[config.mk]
export PLATFORM = sky130hd
export DESIGN_NAME = tc_spi_read_master
export DESIGN_NICKNAME = d
export VERILOG_FILES = /design/src/rtl/tc_spi_read_master.sv
export SDC_FILE = /design/constraint.sdc
export NUM_CORES = 1
export LEC_CHECK = 0
export CAP_MARGIN = 20
export CORE_MARGIN = 2
export CORE_UTILIZATION = 52
export DETAILED_ROUTE_END_ITERATION = 10
export GPL_TIMING_DRIVEN = 1
export PLACE_DENSITY_LB_ADDON = 0.3
export SETUP_SLACK_MARGIN = 0.2
export SLEW_MARGIN = 20
export SYNTH_ARGS = -nofsm -noshare
export SYNTH_HDL_FRONTEND = slang
export SYNTH_SLANG_ARGS = --single-unit
[constraint.sdc]
create_clock -name clk -period 2.46 [get_ports clk]
set_clock_uncertainty 0.15 [all_clocks]
set_input_delay 0.492 -clock clk [delete_from_list [all_inputs] [get_ports clk]]
set_output_delay 0.492 -clock clk [all_outputs]
set_load 0.1 [all_outputs]
[src/rtl/tc_spi_read_master.sv]
// Read-only SPI master (CPOL=0, sample on SCLK rise) that pulls one
// FRAME_BITS-wide word from a MAX31855-style converter per request.
//
// state | meaning
// IDLE  | cs_n high, ready for spi_ena
// SETUP | cs_n low, waiting CS_SETUP cycles before the first SCLK half-period
// SHIFT | generating SCLK, shifting miso_s in on each rising edge
// HOLD  | cs_n high for CS_IDLE cycles before reporting ready again
module tc_spi_read_master #(
  parameter int CLK_DIV    = 4,
  parameter int FRAME_BITS = 32,
  parameter int CS_SETUP   = 2,
  parameter int CS_IDLE    = 4
) (
  input  logic                  clk,
  input  logic                  rst,
  input  logic                  spi_ena,
  output logic                  spi_not_busy,
  output logic [FRAME_BITS-1:0] spi_rx_data,
  output logic                  rx_valid,
  output logic                  sclk,
  output logic                  cs_n,
  input  logic                  miso
);

  localparam int DIV_W = $clog2(CLK_DIV);
  localparam int BIT_W = $clog2(FRAME_BITS + 1);
  localparam int CNT_MAX = (CS_SETUP > CS_IDLE) ? CS_SETUP : CS_IDLE;
  localparam int CNT_W = $clog2(CNT_MAX + 1);

  localparam logic [DIV_W-1:0] DIV_LAST   = DIV_W'(CLK_DIV - 1);
  localparam logic [BIT_W-1:0] BIT_LAST   = BIT_W'(FRAME_BITS);
  localparam logic [CNT_W-1:0] SETUP_LAST = CNT_W'(CS_SETUP - 1);
  localparam logic [CNT_W-1:0] IDLE_LAST  = CNT_W'(CS_IDLE - 1);

  typedef enum logic [1:0] {
    IDLE  = 2'd0,
    SETUP = 2'd1,
    SHIFT = 2'd2,
    HOLD  = 2'd3
  } state_t;

  state_t                state_q, state_d;
  logic [CNT_W-1:0]      cnt_q, cnt_d;
  logic [DIV_W-1:0]      div_q, div_d;
  logic [BIT_W-1:0]      bit_q, bit_d;
  logic [FRAME_BITS-1:0] shreg_q, shreg_d;
  logic [FRAME_BITS-1:0] rx_data_d;
  logic                  sclk_d, cs_n_d, not_busy_d, rx_valid_d;
  logic                  miso_meta, miso_s;

  // Two-flop synchroniser for the asynchronous converter data line.
  always_ff @(posedge clk) begin
    if (rst) begin
      miso_meta <= 1'b0;
      miso_s    <= 1'b0;
    end else begin
      miso_meta <= miso;
      miso_s    <= miso_meta;
    end
  end

  // State, counters and registered outputs.
  always_ff @(posedge clk) begin
    if (rst) begin
      state_q      <= IDLE;
      cnt_q        <= '0;
      div_q        <= '0;
      bit_q        <= '0;
      shreg_q      <= '0;
      spi_rx_data  <= '0;
      sclk         <= 1'b0;
      cs_n         <= 1'b1;
      spi_not_busy <= 1'b1;
      rx_valid     <= 1'b0;
    end else begin
      state_q      <= state_d;
      cnt_q        <= cnt_d;
      div_q        <= div_d;
      bit_q        <= bit_d;
      shreg_q      <= shreg_d;
      spi_rx_data  <= rx_data_d;
      sclk         <= sclk_d;
      cs_n         <= cs_n_d;
      spi_not_busy <= not_busy_d;
      rx_valid     <= rx_valid_d;
    end
  end

  // Next-state and next-output decode; all outputs hold unless changed.
  always_comb begin
    state_d    = state_q;
    cnt_d      = cnt_q;
    div_d      = div_q;
    bit_d      = bit_q;
    shreg_d    = shreg_q;
    rx_data_d  = spi_rx_data;
    sclk_d     = sclk;
    cs_n_d     = cs_n;
    not_busy_d = spi_not_busy;
    rx_valid_d = 1'b0;
    case (state_q)
      IDLE: begin
        cs_n_d     = 1'b1;
        sclk_d     = 1'b0;
        not_busy_d = 1'b1;
        if (spi_ena) begin
          state_d    = SETUP;
          cs_n_d     = 1'b0;
          not_busy_d = 1'b0;
          cnt_d      = '0;
        end
      end
      SETUP: begin
        if (cnt_q == SETUP_LAST) begin
          state_d = SHIFT;
          sclk_d  = 1'b0;
          div_d   = '0;
          bit_d   = '0;
        end else begin
          cnt_d = cnt_q + 1'b1;
        end
      end
      SHIFT: begin
        if (div_q == DIV_LAST) begin
          div_d  = '0;
          sclk_d = ~sclk;
          if (!sclk) begin
            // Rising edge: the slave launched this bit on the previous fall.
            shreg_d = {shreg_q[FRAME_BITS-2:0], miso_s};
            bit_d   = bit_q + 1'b1;
          end else if (bit_q == BIT_LAST) begin
            // Falling edge after the last sample closes the frame.
            sclk_d     = 1'b0;
            cs_n_d     = 1'b1;
            rx_data_d  = shreg_q;
            rx_valid_d = 1'b1;
            state_d    = HOLD;
            cnt_d      = '0;
          end
        end else begin
          div_d = div_q + 1'b1;
        end
      end
      HOLD: begin
        cs_n_d = 1'b1;
        if (cnt_q == IDLE_LAST) begin
          state_d    = IDLE;
          not_busy_d = 1'b1;
        end else begin
          cnt_d = cnt_q + 1'b1;
        end
      end
      default: begin
        state_d    = IDLE;
        cs_n_d     = 1'b1;
        sclk_d     = 1'b0;
        not_busy_d = 1'b1;
      end
    endcase
  end

endmodule

# ---- Word-level counts from Yosys, hierarchy flattened
# Index checks and enable logic that the tools add are counted.
dict set report word_totals {
  reg_bits 83
  latch_bits 0
  ramBits 0
  rom_bits 0
  in_bits 4
  n_memories 0
}
dict set report classes {
  n_addsub 3
  multipliers 0
  n_div 0
  magnitude_cmp 0
  eq_ne 16
  shifts 0
  n_mux 34
  n_bitwise 3
  reduce_logical 15
}
# cell n
set op_table {}
lappend op_table {{$mux W3} 6}
lappend op_table {{$mux W6} 3}
lappend op_table {{$ne A2 B2 Y1 const B} 9}
lappend op_table {{$mux W2} 8}
lappend op_table {{$pmux W3 S4} 1}
lappend op_table {{$pmux W6 S2} 1}
lappend op_table {{$reduce_and A4 Y1} 3}
lappend op_table {{$reduce_and A6 Y1} 2}
lappend op_table {{$mux W1} 10}
lappend op_table {{$pmux W2 S4} 1}
lappend op_table {{$add A6 B1 Y6 const B} 1}
lappend op_table {{$eq A2 B2 Y1 const B} 3}
lappend op_table {{$eq A6 B6 Y1 const B} 1}
lappend op_table {{$pmux W1 S3} 2}
lappend op_table {{$reduce_and A3 Y1} 2}
lappend op_table {{$reduce_bool A3 Y1} 2}
lappend op_table {{$pmux W2 S2} 1}
lappend op_table {{$reduce_and A2 Y1} 2}
lappend op_table {{$reduce_bool A2 Y1} 2}
lappend op_table {{$reduce_or A4 Y1} 1}
lappend op_table {{$add A3 B1 Y3 const B} 1}
lappend op_table {{$eq A3 B1 Y1 const B} 1}
lappend op_table {{$eq A3 B2 Y1 const B} 1}
lappend op_table {{$not A1 Y1} 3}
lappend op_table {{4 further kinds} 4}

# ---- Depth between registers and ports, before layout
dict set report depth {
  word_depth 5
  ltp_mapped 8
}

# ---- Worst setup path before layout
# No wires, ideal clock.
dict set report synth_timing {
  path_kind {flip-flop to flip-flop}
  start {register sclk}
  end {register cnt_q[2]}
  setup_time_ps 70
  arrival_time_ps 2077
  required_ps 2240
  slack_ps 163
  path_stages_with_launch 5
  path_buffers 0
  path_cell_list {dfxtp_1 and4bb_2 a21boi_2 or4_1 a21oi_1}
}
dict set report synth_between {
  elab_chain_cells 2
}
# item line
set synth_lines {}
lappend synth_lines {{start: declaration} 21} ;# output logic sclk,
lappend synth_lines {{start signal: assignment} 83} ;# sclk <= sclk_d;
lappend synth_lines {{$ne A2 B2 Y1 (no line)} n/a}
lappend synth_lines {{$reduce_and A6 Y1 (no line)} n/a}
lappend synth_lines {{end signal: assignment} 78} ;# cnt_q <= cnt_d;
lappend synth_lines {{end: declaration} 44} ;# logic [CNT_W-1:0] cnt_q, cnt_d;
# Every way passes these cells.
# A chain may end at the register's enable or synchronous reset.

# ---- Worst setup path in the final report
dict set report layout_timing {
  start {register state_q[1]}
  end {register cnt_q[1]}
}
dict set report layout_between {
  elab_chain_cells 3
  word_cells_on_any_way 12
  cone_classes {9 x eq/ne; 1 x mux; 2 x reduce/logical}
}
# item line
set layout_lines {}
lappend layout_lines {{start: declaration} 43} ;# state_t state_q, state_d;
lappend layout_lines {{start signal: assignment} 77} ;# state_q <= state_d;
lappend layout_lines {{$eq A2 B2 Y1 (tied with other cells)} 102} ;# case (state_q)
lappend layout_lines {{$ne A2 B2 Y1 (no line)} n/a}
lappend layout_lines {{$reduce_and A6 Y1 (no line)} n/a}
# Several ways; a longest one is shown, not always the timed one.

==> flow_summary.toml <==
[power_and_ir_drop]
total_power_mw = 2.837
leakage_nw = 1.416
vdd_drop_max_mv = 0.4554
powerDensity_nw_per_um2 = 737.6

[synthesis]
muxShareOfSynthArea_pct = 0.3442
synth_xor_area_share_pct = 0
postSynthCellCount = 404
synth_cell_type_count = 37
ys.flop_type = "dfxtp_1"
synth_seq_cells = 83
synth_top_family_by_area = "simple AND/OR/NAND/NOR gates"
synth-adder-area-share_pct = 4.971
synth-simple-area-share_pct = 23.75
synthesis.nets = 421
syn_area_um2 = 3272
synth_edf_count = 0
synth-compound-area-share_pct = 16.18
synth_warnings = 0
seq_area_frac_synth_pct = 50.78
synth-async-reset-ratio_pct = 0
syn_avg_cell_area_um2 = 8.099

[floorplanning]
ioPinCount = 40
row_count = 28
core_um2 = 5991
die-area_um2 = 6942
die_h_um = 83.32
initial_core_util_pct = 54.62
die_x_um = 83.32

[clock_network]
cts_tree = "yes"
clock_path_buffers = 2
cts.hold.buffers_added = 0
path_clk_slew_ns = 0.08
cts_buffers = 9
clk_latency_ns = 0.34
clock-sinks = 83
cts_root_buffer = "clkbuf_8"
h-tree-depth = 3

[worst_hold_path]
hp-class = "flop to flop"
hold_depth = 2

[cells_and_area]
drive_gt1_share_pct = 15.77
syn2layout_area_growth_pct = 17.55
antenna_cells = 0
nNetsFinal = 457
fill_cells = 535
multiInputGateArea_um2 = 1490
regArea_um2 = 1663

[place]
dp_hpwl_um = 4108
place_congestion = 0.8379
portBuffers = 39

[outcome]
status = "completed"

[setup_path]
worstPathRequired_ns = 2.58
cpMostUsedCell = "nand3b_1"
critPathKind = "flop to flop"
critPathCaptureType = "flop"
path_max_fanout = 6
setup.worst_path.start_class = "flop"
crit_path_top_delay_cell = "or4_1"
worstPathCellList = "inv_1 > ha_1 > nand3b_1 > nand3b_1 > or4_1 > a21oi_1"
ff2ff_path_depth = 6
critPathMaxStageDelay_ns = 0.51
cp_data_arrival_time_ns = 2.22

[sta]
setup_viol = 0
slew_headroom_pct = 71.33
hold_viol = 0
rsz0062_at_grt = "no"
tightest_slew_ns = 0.4300
drv_slew = 0
clock.fmax_ghz = 0.4754
timing.final.crit_share_pct = 85.51
tns_ns = 0
min_period_ns = 2.104

[detailed_routing]
wl_per_cell_um = 11.85
drt_iter0_markers = 126
drc = 0
route.vias.total = 2699
wl_um = 6148
vias_per_cell = 5.200
drt-pass1-iter-count = 4
ant_nets = 0

[grt]
grt_pass1_wl_um = 10780
grt_util_all_layers_pct = 18.53
antenna_found_initial = 0
gr-total-overflow = 0
grt_pass1_vias = 2446
grt_max_degree = 44

[flow_run]
maxCapViolCount = 0
through the flow:
| stage | setup slack, ns | std cells | cell area [µm²] | hold slack [ns] | utilization, % |
|---|---|---|---|---|---|
| global placement | 0.3416 | 503 | 3649 | 0.2808 | 60.90 |
| CTS | 0.2698 | 518 | 3831 | 0.2702 | 63.95 |
| finish | 0.3565 | 519 | 3846 | 0.2847 | 64.20 |
| detailed placement | 0.2903 | 503 | 3649 | 0.2797 | 60.90 |
| global route | 0.1924 | 519 | 3846 | 0.2895 | 64.20 |
| floorplan | 0.5211 | 404 | 3273 | 0.2638 | - |
power breakdown:
group	switching [mW]	internal (mW)
Clock	0.455	0.466
Combinational	0.316	0.182
Sequential	0.0351	1.38
Total	0.807	2.03
placed cells by master, fill, tap and decap left out, drive strengths merged, types with 2 or more instances in the layout:
| cell | Yosys | final |
|---|---|---|
| clkdlybuf4s50 | 0 | 2 |
| nand3b | 4 | 4 |
| and3b | 2 | 2 |
| nor2 | 10 | 10 |
| ha | 13 | 13 |
| or4 | 4 | 4 |
| o21ai | 9 | 9 |
| nand2b | 3 | 3 |
| a22oi | 2 | 2 |
| a21oi | 74 | 74 |
| nand3 | 2 | 2 |
| nand2 | 135 | 135 |
| dfxtp | 83 | 83 |
| clkbuf | 18 | 11 |
| inv | 9 | 10 |
| o31ai | 2 | 2 |
| nor2b | 7 | 7 |
| buf | 6 | 47 |
| and2 | 3 | 3 |
| or3 | 2 | 2 |
final cells by class:
class / count / share of cell area (%)
Clock buffer: 11 / 3.416
Clock inverter: 4 / 1.334
Inverter: 9 / 0.8783
Multi-Input combinational cell: 288 / 38.74
Sequential cell: 83 / 43.23
Tap cell: 75 / 2.440
Timing Repair Buffer: 49 / 9.954
synth_stat cells (all sizes together), types with 3 or more instances:
master / n / area share [%]
dfxtp: 83 / 51
buf: 6 / 0.88
ha: 13 / 5.0
or4: 4 / 0.92
nor2b: 7 / 1.3
inv: 9 / 1.0
nand3b: 4 / 0.92
o21ai: 9 / 1.4
nor2: 10 / 1.1
a21oi: 74 / 11
and2: 3 / 0.65
clkbuf: 18 / 2.1
nand2b: 3 / 0.57
nand2: 135 / 15
logic make-up after synthesis:
| group | Yosys count |
|---|---|
| AOI/OAI and AO/OA | 96 |
| buffers and inverters | 33 |
| muxes | 1 |
| DFF | 83 |
| adders and majority gates | 13 |
| and+or+nand+nor | 178 |
per-layer routing:
| layer | part of all wire [%] | global-route usage [%] | up-vias | wire length (µm) |
|---|---|---|---|---|
| met3 | 4.4 | 3.678 | 8 | 268 |
| met2 | 48 | 30.79 | 48 | 2959 |
| li1 | - | - | 1405 | - |
| met4 | 0.89 | 7.154 | 0 | 55 |
| met1 | 47 | 23.69 | 1238 | 2864 |
| met5 | 0 | 0 | - | 0 |
critical path: cells and delay by family (launching register included):
kind	cells	cell delay, ns
compound gates	1	0.14
buf+inv	1	0.13
fa+ha+maj	1	0.27
flops	1	0.42
simple gates	3	0.94
flip-flops by register name (all words and copies together), names as in the netlist:
signal,cells
cnt_q,3
miso_meta,1
miso_s,1
rx_valid,1
state_q,2
spi_not_busy,1
div_q,2
bit_q,6
shreg_q,32
cs_n,1
sclk,1
spi_rx_data,32
path summary, 6_finish.rpt:
path | start | endpoint | slack [ns]
max | state_q[1] | cnt_q[1] | 0.36
min | miso_s | shreg_q[0] | 0.28
max reg2reg | state_q[1] | cnt_q[1] | 0.36
min reg2reg | miso_s | shreg_q[0] | 0.28
repair_timing:
action | 4_1_cts | 5_1_grt
endpoints found under the hold margin | 0 | 0
setup endpoints to repair | 0 | 5
resized for setup | 0 | 2
buffers inserted | 0 | 1
Note: power is estimated with default switching activity, not from simulation.
